File: src/rtl/div_pkg.sv
// Shared definitions for the sequential divider: FSM encoding, default width
// and the HI/LO destination select used by both the divide and multiply units.
package div_pkg;

  localparam int DIV_W_DEFAULT = 32;

  typedef enum logic [1:0] {
    ST_IDLE = 2'd0,
    ST_RUN  = 2'd1,
    ST_FIX  = 2'd2
  } div_state_e;

  typedef enum logic {
    SEL_LO = 1'b0,
    SEL_HI = 1'b1
  } hilo_sel_e;

endpackage

File: src/rtl/div_sign_fix.sv
// Conditional two's-complement negate: used for operand magnitudes and for
// restoring the sign of the quotient and remainder.
module div_sign_fix #(
  parameter int WIDTH = 32
) (
  input  logic             i_neg,
  input  logic [WIDTH-1:0] i_val,
  output logic [WIDTH-1:0] o_val
);

  assign o_val = i_neg ? (~i_val + 1'b1) : i_val;

endmodule

File: src/rtl/div_seq.sv
// Multi-cycle restoring divider, one quotient bit per clock. Works on operand
// magnitudes and restores signs in a final fix-up cycle; remainder -> hi, quotient -> lo.
module div_seq import div_pkg::*; #(
  parameter int WIDTH = DIV_W_DEFAULT
) (
  input  logic             clk,
  input  logic             reset,
  input  logic             start,
  input  logic             signedMode,
  input  logic [WIDTH-1:0] srcA,
  input  logic [WIDTH-1:0] srcB,
  output logic             busy,
  output logic             done,
  output logic             divZero,
  output logic [WIDTH-1:0] hi,
  output logic [WIDTH-1:0] lo
);

  localparam int              CNT_W    = $clog2(WIDTH) + 1;
  localparam logic [CNT_W-1:0] LAST_CNT = CNT_W'(WIDTH - 1);

  div_state_e       r_state, w_state_nxt;
  logic [CNT_W-1:0] r_cnt;
  logic [WIDTH-1:0] r_num, r_den, r_rem, r_quo, r_hi, r_lo;
  logic             r_q_neg, r_r_neg, r_done, r_div_zero;

  logic             w_a_neg, w_b_neg, w_b_zero, w_ge;
  logic [WIDTH-1:0] w_abs_a, w_abs_b, w_quo_fix, w_rem_fix;
  logic [WIDTH:0]   w_rem_sh, w_diff;

  assign w_a_neg  = signedMode & srcA[WIDTH-1];
  assign w_b_neg  = signedMode & srcB[WIDTH-1];
  assign w_b_zero = (srcB == '0);

  div_sign_fix #(.WIDTH(WIDTH)) u_abs_a (.i_neg(w_a_neg), .i_val(srcA), .o_val(w_abs_a));
  div_sign_fix #(.WIDTH(WIDTH)) u_abs_b (.i_neg(w_b_neg), .i_val(srcB), .o_val(w_abs_b));
  div_sign_fix #(.WIDTH(WIDTH)) u_fix_q (.i_neg(r_q_neg), .i_val(r_quo), .o_val(w_quo_fix));
  div_sign_fix #(.WIDTH(WIDTH)) u_fix_r (.i_neg(r_r_neg), .i_val(r_rem), .o_val(w_rem_fix));

  // Shifted partial remainder keeps its top bit, so the trial subtract needs WIDTH+1 bits;
  // the borrow out of the subtract is the restoring decision.
  assign w_rem_sh = {r_rem, r_num[WIDTH-1]};
  assign w_diff   = w_rem_sh - {1'b0, r_den};
  assign w_ge     = ~w_diff[WIDTH];

  // NOTE: sequential state uses non-blocking assignments so every register samples
  // pre-edge values regardless of statement order.
  always_ff @(posedge clk or negedge reset) begin
    if (!reset) r_state <= ST_IDLE;
    else        r_state <= w_state_nxt;
  end

  // NOTE: every combinational output gets a default before the case, otherwise an
  // unassigned path infers a latch.
  always_comb begin
    w_state_nxt = r_state;
    case (r_state)
      ST_IDLE: if (start && !w_b_zero) w_state_nxt = ST_RUN;
      ST_RUN:  if (r_cnt == LAST_CNT)  w_state_nxt = ST_FIX;
      ST_FIX:  w_state_nxt = ST_IDLE;
      default: w_state_nxt = ST_IDLE;
    endcase
  end

  always_ff @(posedge clk or negedge reset) begin
    if (!reset) begin
      r_cnt      <= '0;
      r_num      <= '0;
      r_den      <= '0;
      r_rem      <= '0;
      r_quo      <= '0;
      r_hi       <= '0;
      r_lo       <= '0;
      r_q_neg    <= 1'b0;
      r_r_neg    <= 1'b0;
      r_done     <= 1'b0;
      r_div_zero <= 1'b0;
    end else begin
      r_done <= 1'b0;
      case (r_state)
        ST_IDLE: begin
          if (start && w_b_zero) begin
            r_div_zero <= 1'b1;
            r_done     <= 1'b1;
          end else if (start) begin
            r_num      <= w_abs_a;
            r_den      <= w_abs_b;
            r_rem      <= '0;
            r_quo      <= '0;
            r_cnt      <= '0;
            r_q_neg    <= w_a_neg ^ w_b_neg;
            r_r_neg    <= w_a_neg;
            r_div_zero <= 1'b0;
          end
        end
        ST_RUN: begin
          r_rem <= w_ge ? w_diff[WIDTH-1:0] : w_rem_sh[WIDTH-1:0];
          r_num <= r_num << 1;
          r_quo <= {r_quo[WIDTH-2:0], w_ge};
          r_cnt <= r_cnt + 1'b1;
        end
        ST_FIX: begin
          r_lo   <= w_quo_fix;
          r_hi   <= w_rem_fix;
          r_done <= 1'b1;
        end
        default: ;
      endcase
    end
  end

  always_comb begin
    busy    = (r_state == ST_RUN) || (r_state == ST_FIX);
    done    = r_done;
    divZero = r_div_zero;
    hi      = r_hi;
    lo      = r_lo;
  end

endmodule

File: config.mk
export PLATFORM = sky130hd
export DESIGN_NAME = div_seq
export DESIGN_NICKNAME = d
export VERILOG_FILES = /design/src/rtl/div_pkg.sv /design/src/rtl/div_sign_fix.sv /design/src/rtl/div_seq.sv
export SDC_FILE = /design/constraint.sdc
export NUM_CORES = 1
export LEC_CHECK = 0
export ABC_CLOCK_PERIOD_IN_PS = 3000
export CAP_MARGIN = 25
export CORE_ASPECT_RATIO = 1.5
export CORE_MARGIN = 2
export CORE_UTILIZATION = 40
export DETAILED_ROUTE_END_ITERATION = 8
export DONT_BUFFER_PORTS = 1
export HOLD_SLACK_MARGIN = 0.12
export PLACE_DENSITY = 0.52
export SYNTH_ARGS = -nofsm -noshare
export SYNTH_HDL_FRONTEND = slang
export SYNTH_SLANG_ARGS = --single-unit
File: constraint.sdc
create_clock -name clk -period 3 [get_ports clk]
set_clock_uncertainty 0.05 [all_clocks]
set_input_delay 0.15 -clock clk [delete_from_list [all_inputs] [get_ports clk]]
set_output_delay 0.15 -clock clk [all_outputs]
set_load 0.01 [all_outputs]
==> results.json <==
{
  "status": "finished, violations left",
  "violations": "negative hold slack",
  "grt_use_total": 0.202,
  "p_leak_nw": 7.06,
  "dr.first_iter.drc_count": 404,
  "clkTransAtPathRegs_ps": 70,
  "fin_crit_sh": 0.965,
  "cts-htree-levels": 1,
  "nFillCells": 3075,
  "start_kind": "flip-flop",
  "ys_warn_count": 0,
  "numCtsBuffers": 23,
  "hpwl_um": 24300,
  "cts_tree": "done",
  "arrival_ps": 3250,
  "wire_per_inst_um": 16.6,
  "power_mw": 15.2,
  "finish.instance_area_um2": 15700,
  "maxSlewHeadroom": 0.382,
  "start_util": 0.405,
  "vias": 10900,
  "grt_overflow": 0,
  "required_ps": 3350,
  "dp.cells": 1899,
  "cts_root_buf": "clkbuf_16",
  "dieHeight_um": 223,
  "drc": 0,
  "cp_max_fo": 8,
  "wirelength_um": 33900,
  "reg2reg_from": "r_den[0]$_DFFE_PN0P_",
  "drive_gt1_frac": 0.112,
  "finalHoldViolCount": 204,
  "ys_types": 71,
  "crit_type": "flip-flop to flip-flop",
  "ff2ff_path_depth": 11,
  "die-area_um2": 33500,
  "grt_pass1_wl_um": 55600,
  "coreArea_um2": 31600,
  "layout.nets": 1725,
  "synth_edf_count": 0,
  "ant_nets": 0,
  "multiInputGateArea_um2": 7260,
  "area_growth_pct": 22.3,
  "synthesis.nets": 1597,
  "dominantRegCellSynth": "dfrtp_1",
  "ctsHoldBuffers": 98,
  "grt_pass1_vias": 10900,
  "irDropWorstVdd_mv": 0.562,
  "boundaryPins": 135,
  "cp-end-kind": "flip-flop",
  "globalplace.congestion": 0.867,
  "max-clock-path-buffers": 3,
  "seq_area_frac_synth": 0.399,
  "postSynthAreaPerCell_um2": 8.61,
  "slew_violations": 0,
  "first_pass_iters": 4,
  "viasPerCell": 5.33,
  "hold_ws_ps": -716,
  "powerDensity_nw_per_um2": 968,
  "rows": 80,
  "final_util": 0.495,
  "syn_inst": 1487,
  "setup_violations": 0,
  "grt_max_degree": 205,
  "r2r-end": "r_rem[6]$_DFFE_PN0P_",
  "placed_cell_area_um2": 13700,
  "fin_cells": 2043,
  "io_buffers": 0,
  "min_path_type": "input pin to asynchronous set/reset pin",
  "ys_seq_elements": 204,
  "seq_area_um2": 5110,
  "tightest_slew_ps": 927,
  "regToRegSetupSlack_ps": 100,
  "maxCapViolCount": 0,
  "antenna_found_initial": 0,
  "layout_min_cycle_time_ps": 2900,
  "clock_latency_ps": 530,
  "timing.fmax_mhz": 345,
  "synth_area_um2": 12800,
  "synthArstFlopShare": 1.00,
  "die_w_um": 150,
  "cts.sinks": 204
}
## synth_stat cells (23+ instances only)
cell      count  share of area
a22o_1       34          0.023
nand2_1     184          0.054
ha_1         41          0.040
nor3_1       23         0.0090
clkbuf_1     53          0.016
dfrtp_1     204           0.40
o21ai_0     103          0.040
o31ai_1      31          0.018
xnor2_1      41          0.028
inv_1        54          0.016
a21oi_1     165          0.064
nor2_1      147          0.043
nand4_1      24          0.012
o211ai_1     25          0.015
xor2_1       96          0.066
## cell families (layout without fill, tap and decap cells)
kind of cell,count (synthesis),after routing,share of synthesized area
xor+xnor,137,137,0.0937
flops,204,204,0.399
other cells,0,1,0
mux,12,12,0.00967
fa+ha+maj,42,42,0.0416
buf+inv,137,282,0.0453
compound gates,462,462,0.232
simple gates,493,493,0.179
## area by class of cell
class / count / share of cell area
flip-flops and latches: 204 / 0.326
well taps: 410 / 0.0328
inverters: 54 / 0.0129
repair buffers: 186 / 0.114
clock inverters: 3 / 0.00296
clock buffers: 39 / 0.0476
diodes: 1 / 0.000160
multi-input cells: 1146 / 0.464
## metrics by stage
step           setup WS, ps  TNS [ps]
6_report                105         0
3_3_place_gp          -60.1      -102
3_5_place_dp           -119     -1210
5_1_grt               -42.8     -46.9
4_1_cts                19.9         0
2_1_floorplan         -65.5      -131
## what timing repair did
item	4_1_cts	5_1_grt
pin swaps	0	6
cloned	0	1
hold endpoints to repair	274	204
gates resized for setup	3	22
setup buffers	0	2
setup endpoints to repair	33	84
## sequential cells by signal, summed over array words and instances (netlist names)
signal	flops
r_cnt	6
lo	32
r_num	32
r_r_neg	1
divZero	1
r_quo	32
done	1
r_state	2
r_den	32
hi	32
r_rem	32
r_q_neg	1
## worst max-delay path by stage
| stage | startpoint | endpoint | cells after the start | slack (ps) |
|---|---|---|---|---|
| final | r_den[0]$_DFFE_PN0P_ | r_rem[6]$_DFFE_PN0P_ | 11 | 100 |
| after CTS | r_den[0]$_DFFE_PN0P_ | r_rem[25]$_DFFE_PN0P_ | 11 | 20 |
| after global routing | r_den[0]$_DFFE_PN0P_ | r_rem[28]$_DFFE_PN0P_ | 11 | -40 |
| after detailed placement | r_den[0]$_DFFE_PN0P_ | r_rem[25]$_DFFE_PN0P_ | 11 | -120 |
| after global placement | r_num[31]$_DFFE_PN0P_ | r_rem[25]$_DFFE_PN0P_ | 12 | -60 |
| after floorplan | r_rem[20]$_DFFE_PN0P_ | r_rem[10]$_DFFE_PN0P_ | 12 | -70 |
## critical path: stages, from the launching register on
cell       delay [ps]
dfrtp_1           390
ha_2              180
fa_2              340
nand2b_4          150
a21o_1            210
a31o_4            240
a21o_4            230
a211oi_4          260
or3_4             200
and2_4            260
clkbuf_16         180
o211ai_2           80
## placed cells by master (no fill, tap or decap), types with 5 or more instances in the layout
cell type / count
dfrtp_1: 203
nand2_1: 183
a21oi_1: 163
nor2_1: 147
o21ai_0: 101
dlygate4sd3_1: 98
xor2_1: 96
buf_4: 75
inv_1: 53
xnor2_1: 41
ha_1: 36
a22o_1: 34
o31ai_1: 31
o211ai_1: 25
nand4_1: 24
clkbuf_16: 24
nor3_1: 23
a21o_1: 21
nand3_1: 17
o41ai_1: 16
or3_1: 13
nand2b_1: 12
nor2b_1: 11
clkbuf_8: 11
o211ai_2: 10
nor4_1: 9
mux2i_1: 9
buf_12: 9
a31oi_1: 8
and2_1: 8
and3_1: 7
o21ai_1: 6
or4_1: 6
or2_2: 5
o21a_1: 5
clkbuf_1: 5
## metal layers
metal	vias up	global-route usage	share of wire
met5	-	0	0
met4	0	0.0533	0.021
met3	48	0.0307	0.046
met2	196	0.349	0.49
met1	5106	0.262	0.44
li1	5540	-	-
## where the power goes
part           internal [mW]  switching [mW]  total, mW
Clock                   1.77            1.17       2.94
Sequential              3.45           0.590       4.04
Combinational           3.50            4.67       8.17
Total                   8.73            6.44       15.2
Note: power is estimated with default switching activity, not from simulation.
